`src/rtl/mod_counter_pkg.sv`:
```
// Shared state encoding and direction/mode constants for mod_counter.
package mod_counter_pkg;
  typedef enum logic [1:0] {
    ST_IDLE = 2'b00,
    ST_RUN  = 2'b01,
    ST_DONE = 2'b10
  } state_e;

  localparam logic DIR_UP       = 1'b0;
  localparam logic DIR_DOWN     = 1'b1;
  localparam logic MODE_WRAP    = 1'b0;
  localparam logic MODE_ONESHOT = 1'b1;
endpackage

```
`src/rtl/mod_counter_count_reg.sv`:
```
// WIDTH-bit register with synchronous clear and load enable.
module count_reg #(
  parameter int WIDTH = 4
) (
  input  logic             clk,
  input  logic             clr,
  input  logic             en,
  input  logic [WIDTH-1:0] d,
  output logic [WIDTH-1:0] q
);
  always_ff @(posedge clk) begin
    if (clr)     q <= '0;
    else if (en) q <= d;
  end
endmodule

```
`src/rtl/mod_counter.sv`:
```
// Modulo up/down counter with run-time limit, load, wrap/one-shot modes and done pulse.
module mod_counter
  import mod_counter_pkg::*;
#(
  parameter int WIDTH = 4
) (
  input  logic             clk,
  input  logic             reset_in,
  input  logic             enable,
  input  logic             start,
  input  logic             oneshot,
  input  logic             dir,
  input  logic [WIDTH-1:0] limit,
  input  logic             load,
  input  logic [WIDTH-1:0] load_val,
  output logic [WIDTH-1:0] count,
  output logic             done,
  output logic             busy
);
  state_e           state;
  logic             mode;
  logic             step, hit, cnt_en;
  logic [WIDTH-1:0] start_val, term_val, step_val, next_val;

  assign start_val = (dir == DIR_DOWN) ? limit : '0;
  assign term_val  = (dir == DIR_DOWN) ? '0 : limit;
  assign step      = (state == ST_RUN) && enable && !load && !start;

  // Out-of-range counts (above limit) fall back to 0 on the next up step.
  always_comb begin
    step_val = '0;
    if (dir == DIR_UP) step_val = (count >= limit) ? '0 : count + WIDTH'(1);
    else               step_val = (count == '0) ? limit : count - WIDTH'(1);
  end

  assign hit    = step && (step_val == term_val);
  assign cnt_en = load || start || step;

  always_comb begin
    next_val = step_val;
    if (load)       next_val = load_val;
    else if (start) next_val = start_val;
  end

  count_reg #(.WIDTH(WIDTH)) u_count_reg (
    .clk (clk),
    .clr (reset_in),
    .en  (cnt_en),
    .d   (next_val),
    .q   (count)
  );

  always_ff @(posedge clk) begin
    if (reset_in) begin
      state <= ST_IDLE;
      mode  <= MODE_WRAP;
      done  <= 1'b0;
      busy  <= 1'b0;
    end else begin
      done <= hit;
      if (load) begin
        state <= state;
      end else if (start) begin
        state <= ST_RUN;
        busy  <= 1'b1;
        mode  <= oneshot;
      end else begin
        case (state)
          ST_IDLE, ST_DONE: busy <= 1'b0;
          ST_RUN: begin
            if (hit && mode == MODE_ONESHOT) begin
              state <= ST_DONE;
              busy  <= 1'b0;
            end
          end
          default: begin
            state <= ST_IDLE;
            busy  <= 1'b0;
          end
        endcase
      end
    end
  end
endmodule

```
`config.mk`:
```
export PLATFORM = sky130hd
export DESIGN_NAME = mod_counter
export DESIGN_NICKNAME = d
export VERILOG_FILES = /design/src/rtl/mod_counter_pkg.sv /design/src/rtl/mod_counter_count_reg.sv /design/src/rtl/mod_counter.sv
export SDC_FILE = /design/constraint.sdc
export NUM_CORES = 1
export LEC_CHECK = 0
export CAP_MARGIN = 20
export CELL_PAD_IN_SITES_DETAIL_PLACEMENT = 0
export CELL_PAD_IN_SITES_GLOBAL_PLACEMENT = 1
export CORE_MARGIN = 3
export CORE_UTILIZATION = 30
export DETAILED_ROUTE_END_ITERATION = 10
export PLACE_DENSITY_LB_ADDON = 0.1
export SYNTH_ARGS = -nofsm -noshare
export SYNTH_HDL_FRONTEND = slang
export SYNTH_HIERARCHICAL = 1
export SYNTH_SLANG_ARGS = --single-unit
```
`constraint.sdc`:
```
create_clock -name clk -period 6.3 [get_ports clk]
set_input_delay 0.63 -clock clk [delete_from_list [all_inputs] [get_ports clk]]
set_output_delay 0.63 -clock clk [all_outputs]
set_load 0.1 [all_outputs]
```
== Yosys cells after proc, flatten, opt, wreduce, memory -nomap -nowiden ==
Cells that the tools add are included.
Word-level totals
  register bits: 9
  output and inout bits: 6
  logic and storage cells: 42
Operators by class
  $add $sub $neg: 2
  $lt $le $gt $ge: 1
  eq/ne operators: 5
  muxes and demuxes: 13
  bitwise operators: 1
  reduce and logical (&&, ||, !) cells: 15
Operators with widths (number)
  $mux 4: 7
  $logic_and 1x1->1: 5
  $add 4x1->4 const B: 1
  $eq 4x4->1: 1
  $ge 4x4->1: 1
  $logic_not 4->1: 1
  $mux 2: 2
  $pmux 2 s2: 1
  $reduce_and 2->1: 2
  $sub 4x1->4 const B: 1
  $mux 1: 3
  $ne 3x2->1 const B: 1
  $reduce_and 3->1: 1
  $eq 2x1->1 const B: 1
  $eq 2x2->1 const B: 1
  $logic_not 1->1: 2
  $logic_not 2->1: 1
  $logic_or 1x1->1: 2
  $ne 2x2->1 const B: 1
  $reduce_or 2->1: 1
  $not 1->1: 1

== Logic depth before layout (Yosys ltp) ==
  word-level depth: 9
  depth in mapped cells: 10
  depth with buffers taken out: 10

== Modules after synthesis ==
Netlist, hierarchy kept.
By module, submodules not included
  mod_counter: times used 1, cells each 97, area each 747.0 um^2
  count_reg: times used 1, cells each 13, area each 140.1 um^2

== Worst setup path after synthesis ==
No wires, ideal clock.
  path kind: register -> register
  start: register u_count_reg.q[0]
  end: register state[1]
  data arrival time: 2.793 ns
  data required time: 6.185 ns
  setup slack: 3.392 ns
  stages on the path, launching flop included: 9
  clock period less this slack: 2.908 ns
  cell sequence: dfxtp_1 > inv_1 > ha_1 > nor3b_2 > o21ai_2 > or4b_1 > nand4_1 > nor4bb_4 > o21ba_1
Between the ends
  cells in the longest elaborated chain, start to end: 8
  elaborated cells on any way between the ends: 12
  those cells by class: add/sub: 2; order compare: 1; eq/ne: 2; mux: 3; reduce/logical: 4
RTL lines
  from (decl): line mod_counter_count_reg.sv:9  | output logic [WIDTH-1:0] q
  from (signal assigned): line mod_counter_count_reg.sv:12  | if (clr) q <= '0;
  from (signal assigned): line mod_counter_count_reg.sv:13  | else if (en) q <= d;
  $add 4x1->4 (tied with other cells): line mod_counter.sv:32  | if (dir == DIR_UP) step_val = (count >= limit) ? '0 : count + WIDTH'(1);
  $mux 4, on equally long branches: line mod_counter.sv:32, mod_counter.sv:33
  $mux 4 *: line mod_counter.sv:32
  $eq 4x4->1 *: line mod_counter.sv:36  | assign hit = step && (step_val == term_val);
  $logic_and 1x1->1 *: line mod_counter.sv:36
  $logic_and 1x1->1 *: line mod_counter.sv:71  | if (hit && mode == MODE_ONESHOT) begin
  $ne 3x2->1 (no line) *
  $reduce_and 3->1 (no line) *
  to (signal assigned): line mod_counter.sv:62  | state <= state;
  to (decl): line mod_counter.sv:20  | state_e state;
Mark *: on every way between the ends. The rest lies on a longest branch, timed or not.
A chain may end at the register's enable or synchronous reset.

== Final worst setup path ==
  start: input limit[1]
  end: register state[0]
Between the ends
  cells in the longest elaborated chain, start to end: 8
  elaborated cells on any way between the ends: 10
  those cells by class: order compare: 1; eq/ne: 2; mux: 4; reduce/logical: 3
RTL lines
  from (decl): line mod_counter.sv:13  | input logic [WIDTH-1:0] limit,
  $ge 4x4->1: line mod_counter.sv:32
  $mux 4 (2 in series): line mod_counter.sv:32
  $eq 4x4->1 *: line mod_counter.sv:36
  $logic_and 1x1->1 *: line mod_counter.sv:36
  $logic_and 1x1->1 *: line mod_counter.sv:71
  $ne 3x2->1 (no line) *
  $reduce_and 3->1 (no line) *
Marked as above.

==> flow_summary.yaml <==
critical_path:
  crit_path_end_kind: "flip-flop"
  crit_chain: "clkdlybuf4s50_1, inv_1, ha_1, o211ai_1, o21ai_2, a32oi_1, nand3_1, nor4bb_4, o22ai_1"
  slowest_stage: "clkdlybuf4s50_1"
  crit_arrival_ps: 2940
  critPathKind: "primary input to flip-flop"
  critPathMaxFanout: 9
  worst-r2r-cell-count: 8
  cp_slowest_stage_delay_ps: 560
  crit_required_ps: 6430
  start_kind: "primary input"
global_routing:
  use_met1_pct: 20.2
  grt_antenna_before_repair: 0
  use_met3_pct: 4.89
  grt.total_usage_pct: 14.9
  grt_pass1_wl_mm: 4.03
  grt_overflow: 0
  grt_pass1_vias: 852
  grt_max_degree: 15
  use_met2_pct: 23.5
  busiest_layer: "met2"
cts:
  post_cts_buffers: 0
  clk_pin_slew_ps: 60
  cts_max_path_buffers: 2
  cts_tree: "done"
  clock_sinks: 9
  cts_buffers: 3
  cts-root-buf: "clkbuf_4"
  cts_htree_levels: 1
  cts_resized: 0
  clk_latency_ps: 260
  ctsHoldBuffers: 0
drt:
  route.detailed.drc: 0
  wl_per_cell_um: 14.8
  finalWirelength_mm: 2.39
  drt_pre_antenna_iters: 4
  via_per_inst: 5.61
  vias: 903
  drt-initial-drc-count: 46
  ant_nets: 0
sta:
  drv_slew: 0
  max_clock_freq_ghz: 0.357
  finalCritPeriodShare_pct: 44.5
  whs_ps: 509
  setup_violations: 0
  rsz0062_at_grt: "no"
  relSlewSlack_pct: 34.9
  finalHoldViolations: 0
  fin_tns_setup_ps: 0
  layout_min_cycle_time_ps: 2800
  fin_skew_ps: 1.39
  worstMarginPinSlew_ps: 974
die:
  die_area_um2: 3650
  core_um2: 2780
  rows: 19
  num_io_pins: 21
  die_x_um: 60.4
  fp.dieH_um: 60.4
  start_util_pct: 31.9
yosys:
  syn_area_per_cell_um2: 8.06
  synth_area_um2: 887
  synth-edff-count: 0
  ys_types: 42
  yosys_most_used_dff: "dfxtp_1"
  synth-seq-area-share_pct: 20.3
  synthArstFlopShare_pct: 0
  synth_nets: 131
  yosys_warnings: 6
  ys_seq_elements: 9
  syn_inst: 110
power:
  power_leakage_nw: 0.492
  seqPwrFrac_pct: 32.2
  power_frac_comb_pct: 46.8
  power.switching_w: 0.0000850
  internal_power_w: 0.000125
  clockPowerShare_pct: 21.0
  powerDensity_nw_per_um2: 185
  p_sw_share_pct: 40.5
  peakVddDrop_mv: 0.134
min_path:
  hold_path_depth: 2
  hp-class: "flip-flop to flip-flop"
place:
  placement.io_buffers: 20
  place_hpwl_mm: 1.87
  gp_congestion: 0.798
final_layout:
  num-nets-final: 152
  fin_util_pct: 40.8
  areaGrowthSynthToFinish_pct: 28.1
  fillers: 297
  drive_above_1_share_pct: 8.46
  multi_input_area_um2: 664
  diodes: 0
  ff_latch_area_um2: 180
flow_run:
  maxCapViolCount: 0
run_status:
  status: "finished, final reports clean"
cell type report:
| cell class | instances | share of cell area [%] |
|---|---|---|
| Inverter | 7 | 2.31 |
| Sequential cell | 9 | 15.9 |
| Clock buffer | 4 | 2.31 |
| Timing Repair Buffer | 20 | 17.6 |
| Multi-Input combinational cell | 90 | 58.5 |
| Tap cell | 31 | 3.41 |
logic make-up (layout without fill, tap and decap cells):
family	count (synthesis)	after routing	share of synthesized area [%]
AND/OR/NAND/NOR	44	44	30.5
multiplexers	9	9	11.0
flip-flops	9	9	20.3
AO/OA/AOI/OAI	29	29	23.0
buffers and inverters	11	31	4.80
adder cells (fa/ha/maj)	6	6	8.46
XOR/XNOR	2	2	1.97
power by group through the flow:
stage	Combinational, W	Clock (W)	Sequential (W)
after floorplan	0.0000515	0	0.0000867
after global placement	0.0000983	0	0.0000692
after detailed placement	0.0000982	0	0.0000692
after CTS	0.0000986	0.0000455	0.0000679
after global routing	0.000108	0.0000510	0.0000689
final	0.0000984	0.0000441	0.0000677
layout by cell type, fill, tap and decap left out, types with 3 or more instances in the layout:
| master | n |
|---|---|
| nor2_1 | 16 |
| mux2i_1 | 6 |
| o21a_1 | 3 |
| nand2_1 | 3 |
| inv_1 | 7 |
| ha_1 | 6 |
| nand4_1 | 3 |
| o22ai_1 | 3 |
| nand3_1 | 5 |
| dfxtp_1 | 9 |
| o211ai_1 | 3 |
| clkbuf_4 | 3 |
| clkdlybuf4s50_1 | 20 |
| a21oi_1 | 6 |
worst paths after layout:
| check | slack [ps] | startpoint | end |
|---|---|---|---|
| worst max-delay path | 3500 | limit[1] | state[0] |
| worst min-delay path | 510 | mode | mode |
| worst max register to register | 3880 | u_count_reg/q[0] | state[0] |
| worst min register to register | 510 | mode | mode |
routing by layer:
metal | vias to the layer above | wire [um]
met5 | - | 0
met4 | 0 | 0
met3 | 0 | 134
met2 | 25 | 1120
met1 | 424 | 1130
li1 | 454 | -
cells in the mapped netlist, drive strengths merged (3+ instances only):
master	number	share of area, %
ha	6	8.5
dfxtp	9	20
clkbuf	4	1.8
nand4	3	2.1
o21a	3	2.5
nand2	3	1.3
nand3	5	2.8
o211ai	3	2.5
mux2	3	4.2
mux2i	6	6.8
a21oi	6	3.4
nor2	16	6.8
inv	7	3.0
o21ai	5	3.2
o22ai	3	2.1
critical path, delay by kind of cell:
kind | cells | cell delay, ps
adders and majority gates | 1 | 290
AOI/OAI and AO/OA | 4 | 830
buffers and inverters | 2 | 650
and+or+nand+nor | 2 | 520
flip-flops by register name (all words and copies together) (netlist names):
signal         flops
busy               1
done               1
mode               1
state              2
u_count_reg/q      4
per-stage QoR:
step	total power (W)	std cells	instance area (um^2)	worst slack, ps
floorplan	0.000138	110	887	3390
finish	0.000210	161	1140	3500
global route	0.000228	161	1140	3330
global placement	0.000167	157	1110	3290
detailed placement	0.000167	157	1110	3270
CTS	0.000212	161	1140	3540
Note: power is estimated with default switching activity, not from simulation.
